===== config.mk =====
export PLATFORM = sky130hd
export DESIGN_NAME = lifo_stack
export DESIGN_NICKNAME = d
export VERILOG_FILES = /design/src/rtl/lifo_stack.sv
export SDC_FILE = /design/constraint.sdc
export NUM_CORES = 1
export LEC_CHECK = 0
export ABC_AREA = 1
export CAP_MARGIN = 20
export CELL_PAD_IN_SITES_DETAIL_PLACEMENT = 0
export CELL_PAD_IN_SITES_GLOBAL_PLACEMENT = 1
export CORE_UTILIZATION = 44
export DETAILED_ROUTE_END_ITERATION = 6
export PLACE_DENSITY = 0.78
export SYNTH_ARGS = -nofsm -noshare
export SYNTH_HDL_FRONTEND = slang
export SYNTH_SLANG_ARGS = --single-unit

===== constraint.sdc =====
create_clock -name clk -period 2.7 [get_ports clk]
set_input_delay 0.405 -clock clk [delete_from_list [all_inputs] [get_ports clk]]
set_output_delay 0.405 -clock clk [all_outputs]
set_load 0.02 [all_outputs]

===== src/rtl/lifo_stack.sv =====
// rtl/lifo_stack.sv - synchronous LIFO stack with registered pop data and empty/full flags
//
// Purpose: DEPTH x WIDTH register-array stack. A push stores data_in on top,
// a pop moves the top word onto the registered data_out, and a simultaneous
// read+write on a non-empty stack exchanges the top word with data_in.
//
// Ports:
//   clk       in   1      rising-edge clock
//   reset     in   1      asynchronous active-high reset (pointer, flags, data_out, memory)
//   write     in   1      push request
//   read      in   1      pop request
//   data_in   in   WIDTH  word to push
//   address   in   8      reserved, ignored
//   empty     out  1      stack holds no entries
//   full      out  1      stack holds DEPTH entries
//   data_out  out  WIDTH  last popped word (registered)

module lifo_stack #(
  parameter int WIDTH = 8,
  parameter int DEPTH = 8
) (
  input  logic             clk,
  input  logic             reset,
  input  logic             write,
  input  logic             read,
  input  logic [WIDTH-1:0] data_in,
  input  logic [7:0]       address,
  output logic             empty,
  output logic             full,
  output logic [WIDTH-1:0] data_out
);

  localparam int PW  = (DEPTH > 1) ? $clog2(DEPTH) : 1;
  localparam int SPW = PW + 1;

  logic [WIDTH-1:0] mem_q [DEPTH];
  logic [SPW-1:0]   sp_q, sp_d;
  logic [WIDTH-1:0] dout_q, dout_d;

  logic             push_ok;
  logic             pop_ok;
  logic             xchg_ok;
  logic             wr_en;
  logic [PW-1:0]    wr_idx;
  logic [SPW-1:0]   sp_m1;
  logic [PW-1:0]    top_idx;

  // The reserved address bus is intentionally left unconnected to any logic.
  logic unused_address;
  assign unused_address = ^address;

  assign empty    = (sp_q == '0);
  assign full     = (sp_q == SPW'(DEPTH));
  assign data_out = dout_q;

  assign sp_m1   = sp_q - SPW'(1);
  assign top_idx = sp_m1[PW-1:0];

  // A read+write on an empty stack degrades to a plain push; on a non-empty
  // stack (including full) it is an exchange that leaves sp unchanged.
  assign xchg_ok = read && write && !empty;
  assign push_ok = write && (!read || empty) && !full;
  assign pop_ok  = read && !write && !empty;

  always_comb begin
    sp_d   = sp_q;
    dout_d = dout_q;
    wr_en  = 1'b0;
    wr_idx = sp_q[PW-1:0];
    if (xchg_ok) begin
      dout_d = mem_q[top_idx];
      wr_en  = 1'b1;
      wr_idx = top_idx;
    end else if (push_ok) begin
      wr_en  = 1'b1;
      wr_idx = sp_q[PW-1:0];
      sp_d   = sp_q + SPW'(1);
    end else if (pop_ok) begin
      dout_d = mem_q[top_idx];
      sp_d   = sp_m1;
    end
  end

  always_ff @(posedge clk or posedge reset) begin
    if (reset) begin
      sp_q   <= '0;
      dout_q <= '0;
    end else begin
      sp_q   <= sp_d;
      dout_q <= dout_d;
    end
  end

  always_ff @(posedge clk or posedge reset) begin
    if (reset) begin
      for (int i = 0; i < DEPTH; i++) begin
        mem_q[i] <= '0;
      end
    end else if (wr_en) begin
      mem_q[wr_idx] <= data_in;
    end
  end

endmodule


==> run summary, run 1 <==
The run finished with clean final reports. The clock insertion delay at the later pin of the skew report came out at 0.35 ns. The via count of the first global-routing pass is 3312. The number of clock sinks came out at 76. The number of warnings printed during yosys synthesis came out at 0.

The path type of the worst setup path is reg -> out. The number of endpoints with negative hold slack in the final report came out at 0. The relative slew slack is 68.82%. The fraction of final layout cells with drive strength greater than 1 is 11.20%. The min-delay analysis places its worst path in the category in -> async. The final-report max-slew violation count was 0. TritonCTS built the clock tree. The worst register-to-register path begins at sp_q[1]. The synthesis-to-finish area growth is 12.45%. The fraction of the yosys area taken by sequential cells is 48.04%. TritonCTS created 9 clock buffers. The remaining antenna violation count after routing came out at 0. For this run, the leading register cell type out of synthesis is dfrtp_1.

Data on the critical path is required at its endpoint by 2.30 ns. The core box area is around 8700 µm². The largest fanout on the critical path came out at 5. The setup slack after placement came out at about 0.38 ns. For this run, design rule violations remaining after detail routing come to 0. For this design the static power due to leakage is around 2.2 nW. Walking the worst path, the cells encountered are inv_1, ha_1, nand3_1, inv_1, clkdlybuf4s50_1. Counting flops with an async set or reset pin after synthesis yields a share of 100.0%. The number of enable flip-flop cells after synthesis is 0.

The number of ports placed on the die boundary is 30. The number of filler cells placed in the layout is 877. The die covers 9381 µm². The routed design has about 10000 µm of wire. The worst-path cell with the longest stage delay is clkdlybuf4s50_1. Measured along the x axis, the die boundary spans slightly below 100 µm.

The final worst-path cycle share is 93.03%. For this run, the detailed router's first-pass iteration total came to 4. The distinct cell type count after synthesis is 23.

The half-perimeter wire length after detailed placement came out at 6759 µm. The number of buffers and inverters on the critical path is 3. The pin count of the biggest net entering global routing came out at 41.

The commonest cells after synthesis are 162 x nand2_1, 84 x nand3_1, 76 x dfrtp_1. After detailed routing, the average wire length per cell comes to 16.09 µm. The setup slack of the critical path after layout is 0.1882 ns. dfrtp_1 takes more of the synthesized area than any other cell. The total of hold buffers inserted after clock tree synthesis came out at 0. After synthesis, the largest family of logic cells by area is simple AND/OR/NAND/NOR gates. The maximum count of clock buffers along a single path is 2. The share of the synthesized area in the top cell type is 48.04%.

The arrival time of data at the critical path endpoint is 2.11 ns. In this run the mean area of a mapped cell was about 7.9 µm². The post-synthesis cell count came out at around 500. The power density of the placed cells is 1343 nW/µm². The final net count is 535. The post-CTS setup repair buffer count came out at 0.

The minimum clock period after layout is roughly 2.5 ns. The area fraction in and, or, nand and nor cells after synthesis is a little under two fifths. In this run the clock root is driven by a clkbuf_8.

The most numerous cell in the Yosys netlist is nand2_1. The complex-gate fraction of the synthesized area came out at 7.870%. The initial core utilization came out at between 40% and 50%. Post-CTS repair changed the size of 0 cells. The final weighted congestion of routability-driven global placement is 0.7588. The total number of vias came out at approximately 3300.

Summing every instance area after synthesis gives 3959 µm². On the final layout, the worst clock skew is 0.01076 ns. STA classifies the critical path endpoint as an output pin. For this run, the total global-route usage over all layers was measured as 23.37%. The setup TNS is 0 ns. The number of levels the H-tree was split into came out at 3. The maximum vdd drop is 0.4934 mV. The post-synthesis share of cell area spent on full adders, half adders and majority gates is less than 1%. The final-report setup violation count came out at 0.

The clock-pin slew reported for the worst setup and hold paths after clock tree synthesis is ~0.090 ns. The share of the synthesized netlist area taken by xor and xnor gates came out at 0.8850%. The per-cell via count in the routed design came out at 5.304.

The initial antenna violation count came out at 0. The slew of the pin with the lowest slew margin is 0.4671 ns. The floorplan step set the die height to approximately 97 µm.

The upper clock frequency limit came out at ~400 MHz. The category of the worst setup path launch point is a register. The number of synthesized register bits is 76.

The critical path starts at sp_q[1]. The number of cell rows is 34. The repair_antennas step left the layout with diodes totalling 0. The count of input and output buffers came out at 21. The remaining global-route overflow came out at 0. The violation count after the first detailed-routing iteration is 180.

The largest single stage delay on the critical path is 0.60 ns. Of the post-synthesis cell area, the part taken by muxes is 0%. Setup repair after global routing left no endpoint under its margin. In this design, the critical path's most frequently occurring cell is inv_1. By area the synthesized netlist is led by dfrtp_1 48%, nand2_1 15%, nand3_1 11%. The number of maximum-capacitance violations came out at 0. The kind of cell with the highest combined delay along the critical path is buffers and inverters. The first global-routing pass estimated around 17000 µm of wire. The post-synth net total is 520.
logic make-up after synthesis:
kind of cell / count (synthesis)
DFF: 76
buffers and inverters: 42
and+or+nand+nor: 322
adders and majority gates: 2
AOI/OAI and AO/OA: 52
xor gates and xnor gates: 4
cell usage in the layout, fill, tap and decap left out, types with 3 or more instances in the layout:
cell and count:
clkdlybuf4s50_1 21, xor2_1 4, nand2_1 162, clkbuf_8 9
nor2_1 50, dfrtp_1 76, nand2_2 15, buf_4 11
nand2_4 4, inv_1 8, o211ai_1 16, nor2_8 4
inv_2 3, nand3_1 84, o21ai_0 35
flip-flops by register name, summed over array words and instances (netlist names):
register  flops
data_out      8
mem_q        64
sp_q          4
layer usage:
layer / vias up / track usage [%] / share of wire [%]
li1: 1649 / - / -
met4: 0 / 6.544 / 1.2
met5: - / 0 / 0
met2: 63 / 38.08 / 48
met1: 1596 / 32.56 / 48
met3: 12 / 3.324 / 3.0
worst register-to-register path: stages, from the launching register on:
cell	delay, ns
dfrtp_1	0.44
inv_1	0.12
ha_1	0.30
buf_4	0.20
inv_1	0.09
nand3_1	0.10
nand2_2	0.13
nor2_8	0.28
nand2_2	0.20
nand2_1	0.11
nand2_1	0.05
worst paths after layout:
kind	to	slack, ns	cells past startpoint
max	full	0.19	5
min	mem_q[31]	0.39	2
max reg2reg	mem_q[52]	0.59	10
min reg2reg	mem_q[54]	0.47	2
max in group asynchronous	sp_q[1]	1.70	3
min in group clk	mem_q[54]	0.47	2
final cells by class:
type	instances	area, µm²	area share (%)
sequential	76	1902	42.72
multi-input combinational	380	1836	41.23
timing repair buffer	33	312.8	7.026
tap	108	135.1	3.035
clock buffer	10	127.6	2.867
clock inverter	6	87.58	1.967
inverter	13	51.30	1.152
stage by stage:
stage | total power, mW | instance area [µm²] | util, % | std cells | hold slack (ns)
detailed placement | 5.038 | 4237 | 48.58 | 610 | 0.4531
global placement | 4.964 | 4237 | 48.58 | 610 | 0.4477
floorplan | 4.172 | 3959 | - | 498 | 0.4366
global route | 6.505 | 4452 | 51.05 | 626 | 0.4366
finish | 5.977 | 4452 | 51.05 | 626 | 0.3903
CTS | 6.012 | 4452 | 51.05 | 626 | 0.4093
report_power, final:
group          switching (mW)  internal (mW)
logic                    2.04           1.03
registers               0.287           1.66
clock network           0.437          0.523
total                    2.77           3.21
Note: power is estimated with default switching activity, not from simulation.
==> run 2, diff against run 1 <==
--- a/config.mk
+++ b/config.mk
@@ -9,6 +9,7 @@
 export CAP_MARGIN = 20
 export CELL_PAD_IN_SITES_DETAIL_PLACEMENT = 0
 export CELL_PAD_IN_SITES_GLOBAL_PLACEMENT = 1
+export CORE_MARGIN = 2
 export CORE_UTILIZATION = 44
 export DETAILED_ROUTE_END_ITERATION = 6
 export PLACE_DENSITY = 0.78
==> run 2 against run 1 <==
Net effect: global-route usage shrank 2.8 points; cell area shrank 1.2%; die area rose by 4.2%; via count shrank 1.4%; register-to-register slack lost 0.03 ns; critical path depth is the same; critical path type unchanged.
==> run summary, run 2 (same netlist as run 1, synthesis figures left out) <==
The number of flip-flops under the largest register name came out at 64. The net count of the finished layout is roughly 530. Once detailed placement completed, the half-perimeter wirelength came to 6366 µm. The endpoint kind of the worst setup timing path is an output pin. The leakage power total is ~2.2 nW. After detailed routing, the number of remaining DRC violations is 0. The cell family contributing the most delay on the critical path is buffers and inverters. The core box area came out at 8721 µm². The maximum vdd drop came out at 0.5244 mV. Compared with the post-synthesis result, the final layout area differs by 11.09%. The CTS tree is yes. The count of TritonRoute iterations in the first routing pass is 4. The worst setup path is launched from a register. The number of cell rows came out at 34. At the later pin of the worst-skew pair, clock insertion delay measures 0.36 ns. The most numerous cell type found on the critical path is inv_1. The total number of vias came out at around 3300. The run finished with clean final reports. During I/O placement, the number of pins put on the boundary was 30.

The per-cell via count in the routed design came out at between 5 and 6. The setup slack of the critical path after layout came out at a little over 0.2 ns. The final-report max-slew violation count came to 0.

Derived from the worst setup path, the maximum achievable clock frequency is roughly 400 MHz. In the final routed layout, each cell accounts on average for 14.88 µm. The remaining antenna violation count after routing is 0. The via count of the first global-routing pass came out at 3203. The number of buffers added by the clock tree synthesis step came out at 9. Subtracting the final worst setup slack from the clock period gives 2.493 ns. The initial antenna violation count came out at 0. The arrival time of data at the critical path endpoint is 2.09 ns. The final weighted congestion of routability-driven global placement came out at 0.8033.

The path type of the worst setup path is reg -> out. The number of clock sinks came out at 76. Setup repair after global routing left no endpoint under its margin. Measured against its own limit, the worst slew margin works out to 71.83%.

After clock tree synthesis, the setup repair step added 0 buffers. The number of endpoints with negative hold slack in the final report is 0. The maximum count of clock buffers along a single path came out at 2. The setup TNS came out at 0 ns. Leaving out fill and tap cells, the most frequent cell in the layout is nand2_1. The total wire length came out at 9302 µm. The design draws 5.698 mW. The required time at the worst-slack endpoint came out at 2.30 ns.

The fraction of final layout cells with drive strength greater than 1 came out at around 11%. On the critical path, the stage with the largest delay is an instance of clkdlybuf4s50_1. The remaining global-route overflow is 0. For this run, the total global-route usage over all layers was measured as 20.54%. The slew of the pin with the lowest slew margin came out at 0.4226 ns.

Entering global routing, the biggest net connects between 70 and 80 pins. The total of hold buffers inserted after clock tree synthesis came out at 0. After the first detailed-routing iteration, the DRC count stood at 211.

The type of the tightest min-delay check is in -> async. The final-report setup violation count came out at 0. The final worst-path cycle share is between 90 and 100%.

The worst setup skew after layout came out at 0.006749 ns. The largest incremental delay on the critical path came out at 0.60 ns. More flip-flops sit in one register than any other, and that register is mem_q. After clock tree synthesis, the clock-pin slew on the worst setup and hold paths is about 0.08 ns. The number of buffers and inverters on the critical path came out at 3.

The tree is rooted in a clkbuf_8. The die span in x is 98.86 µm. The worst slack on hold paths came out at around 0.44 ns. The initial core utilization came out at 45.39%. Traced cell by cell, the critical path runs through inv_1, ha_1, nand3_1, inv_1, clkdlybuf4s50_1.

In this run the tool buffered the top-level ports with 21 buffer cells. Power spread over the standard cell area amounts to approximately 1300 nW/µm². The floorplan die area came out at just under 10000 µm². The final antenna diode count is 0. The largest fanout on the critical path came out at 5. The number of filler cells placed in the layout came out at 849. The setup slack after placement came out at about 0.4 ns. The number of gates given a new drive strength after cts is 0.

In the layout the commonest cells are 162 x nand2_1, 84 x nand3_1, 76 x dfrtp_1. CTS built an H-tree with a depth of 3. The overall die height is 98.86 µm. The number of maximum-capacitance violations came out at 0.

The first-pass GRT wire length is 15970 µm.
-- run 2: cell count changes in the layout (fill, tap and decap cells not counted) --
| cell | change |
|---|---|
| buf_4 | -1 |
| clkinvlp_4 | +3 |
| inv_6 | -1 |
| bufinv_16 | -2 |
-- run 2: path summary, 6_finish.rpt --
| check | from | end | slack [ns] | cells past startpoint |
|---|---|---|---|---|
| setup / recovery | sp_q[1] | full | 0.21 | 5 |
| hold / removal | reset | sp_q[0] | 0.44 | 3 |
| setup reg to reg | sp_q[1] | mem_q[54] | 0.56 | 9 |
| hold reg to reg | mem_q[13] | mem_q[13] | 0.47 | 2 |
| max in group asynchronous | reset | data_out[1] | 1.92 | 3 |
| min in group clk | mem_q[13] | mem_q[13] | 0.47 | 2 |
-- run 2: worst reg2reg max path, cell delays in order (launching register included) --
cell and delay [ns]:
dfrtp_1 0.43, inv_1 0.10, ha_1 0.52, inv_1 0.13
nand3_1 0.12, nand2_2 0.12, nor2_8 0.28, nand2_2 0.19
nand2_1 0.10, nand2_1 0.05
-- run 2: final cells by class --
type	instances	area, µm²	area share (%)
clock buffers	10	127.6	2.902
clock inverters	6	41.29	0.9388
inverters	13	51.30	1.166
multi-input cells	380	1836	41.74
flip-flops and latches	76	1902	43.24
well taps	108	135.1	3.073
repair buffers	32	305.3	6.942
-- run 2: per-stage QoR --
| step | utilization (%) | cells | area, µm² |
|---|---|---|---|
| finish | 50.43 | 625 | 4398 |
| global route | 50.43 | 625 | 4398 |
| CTS | 50.43 | 625 | 4398 |
| detailed placement | 48.49 | 609 | 4229 |
| global placement | 48.49 | 609 | 4229 |
| floorplan | - | 498 | 3959 |
-- run 2: report_power, final --
| group | internal (mW) | switching [mW] | total, mW |
|---|---|---|---|
| Clock | 0.331 | 0.431 | 0.762 |
| Sequential | 1.66 | 0.283 | 1.94 |
| Combinational | 1.03 | 1.96 | 2.99 |
-- run 2: layer usage --
metal  wire [µm]  part of all wire [%]  GRT usage, %
met4         109                   1.2         5.479
met2        4262                    46         32.54
met5           0                     0             0
met1        4651                    50         28.68
met3         278                   3.0         4.539
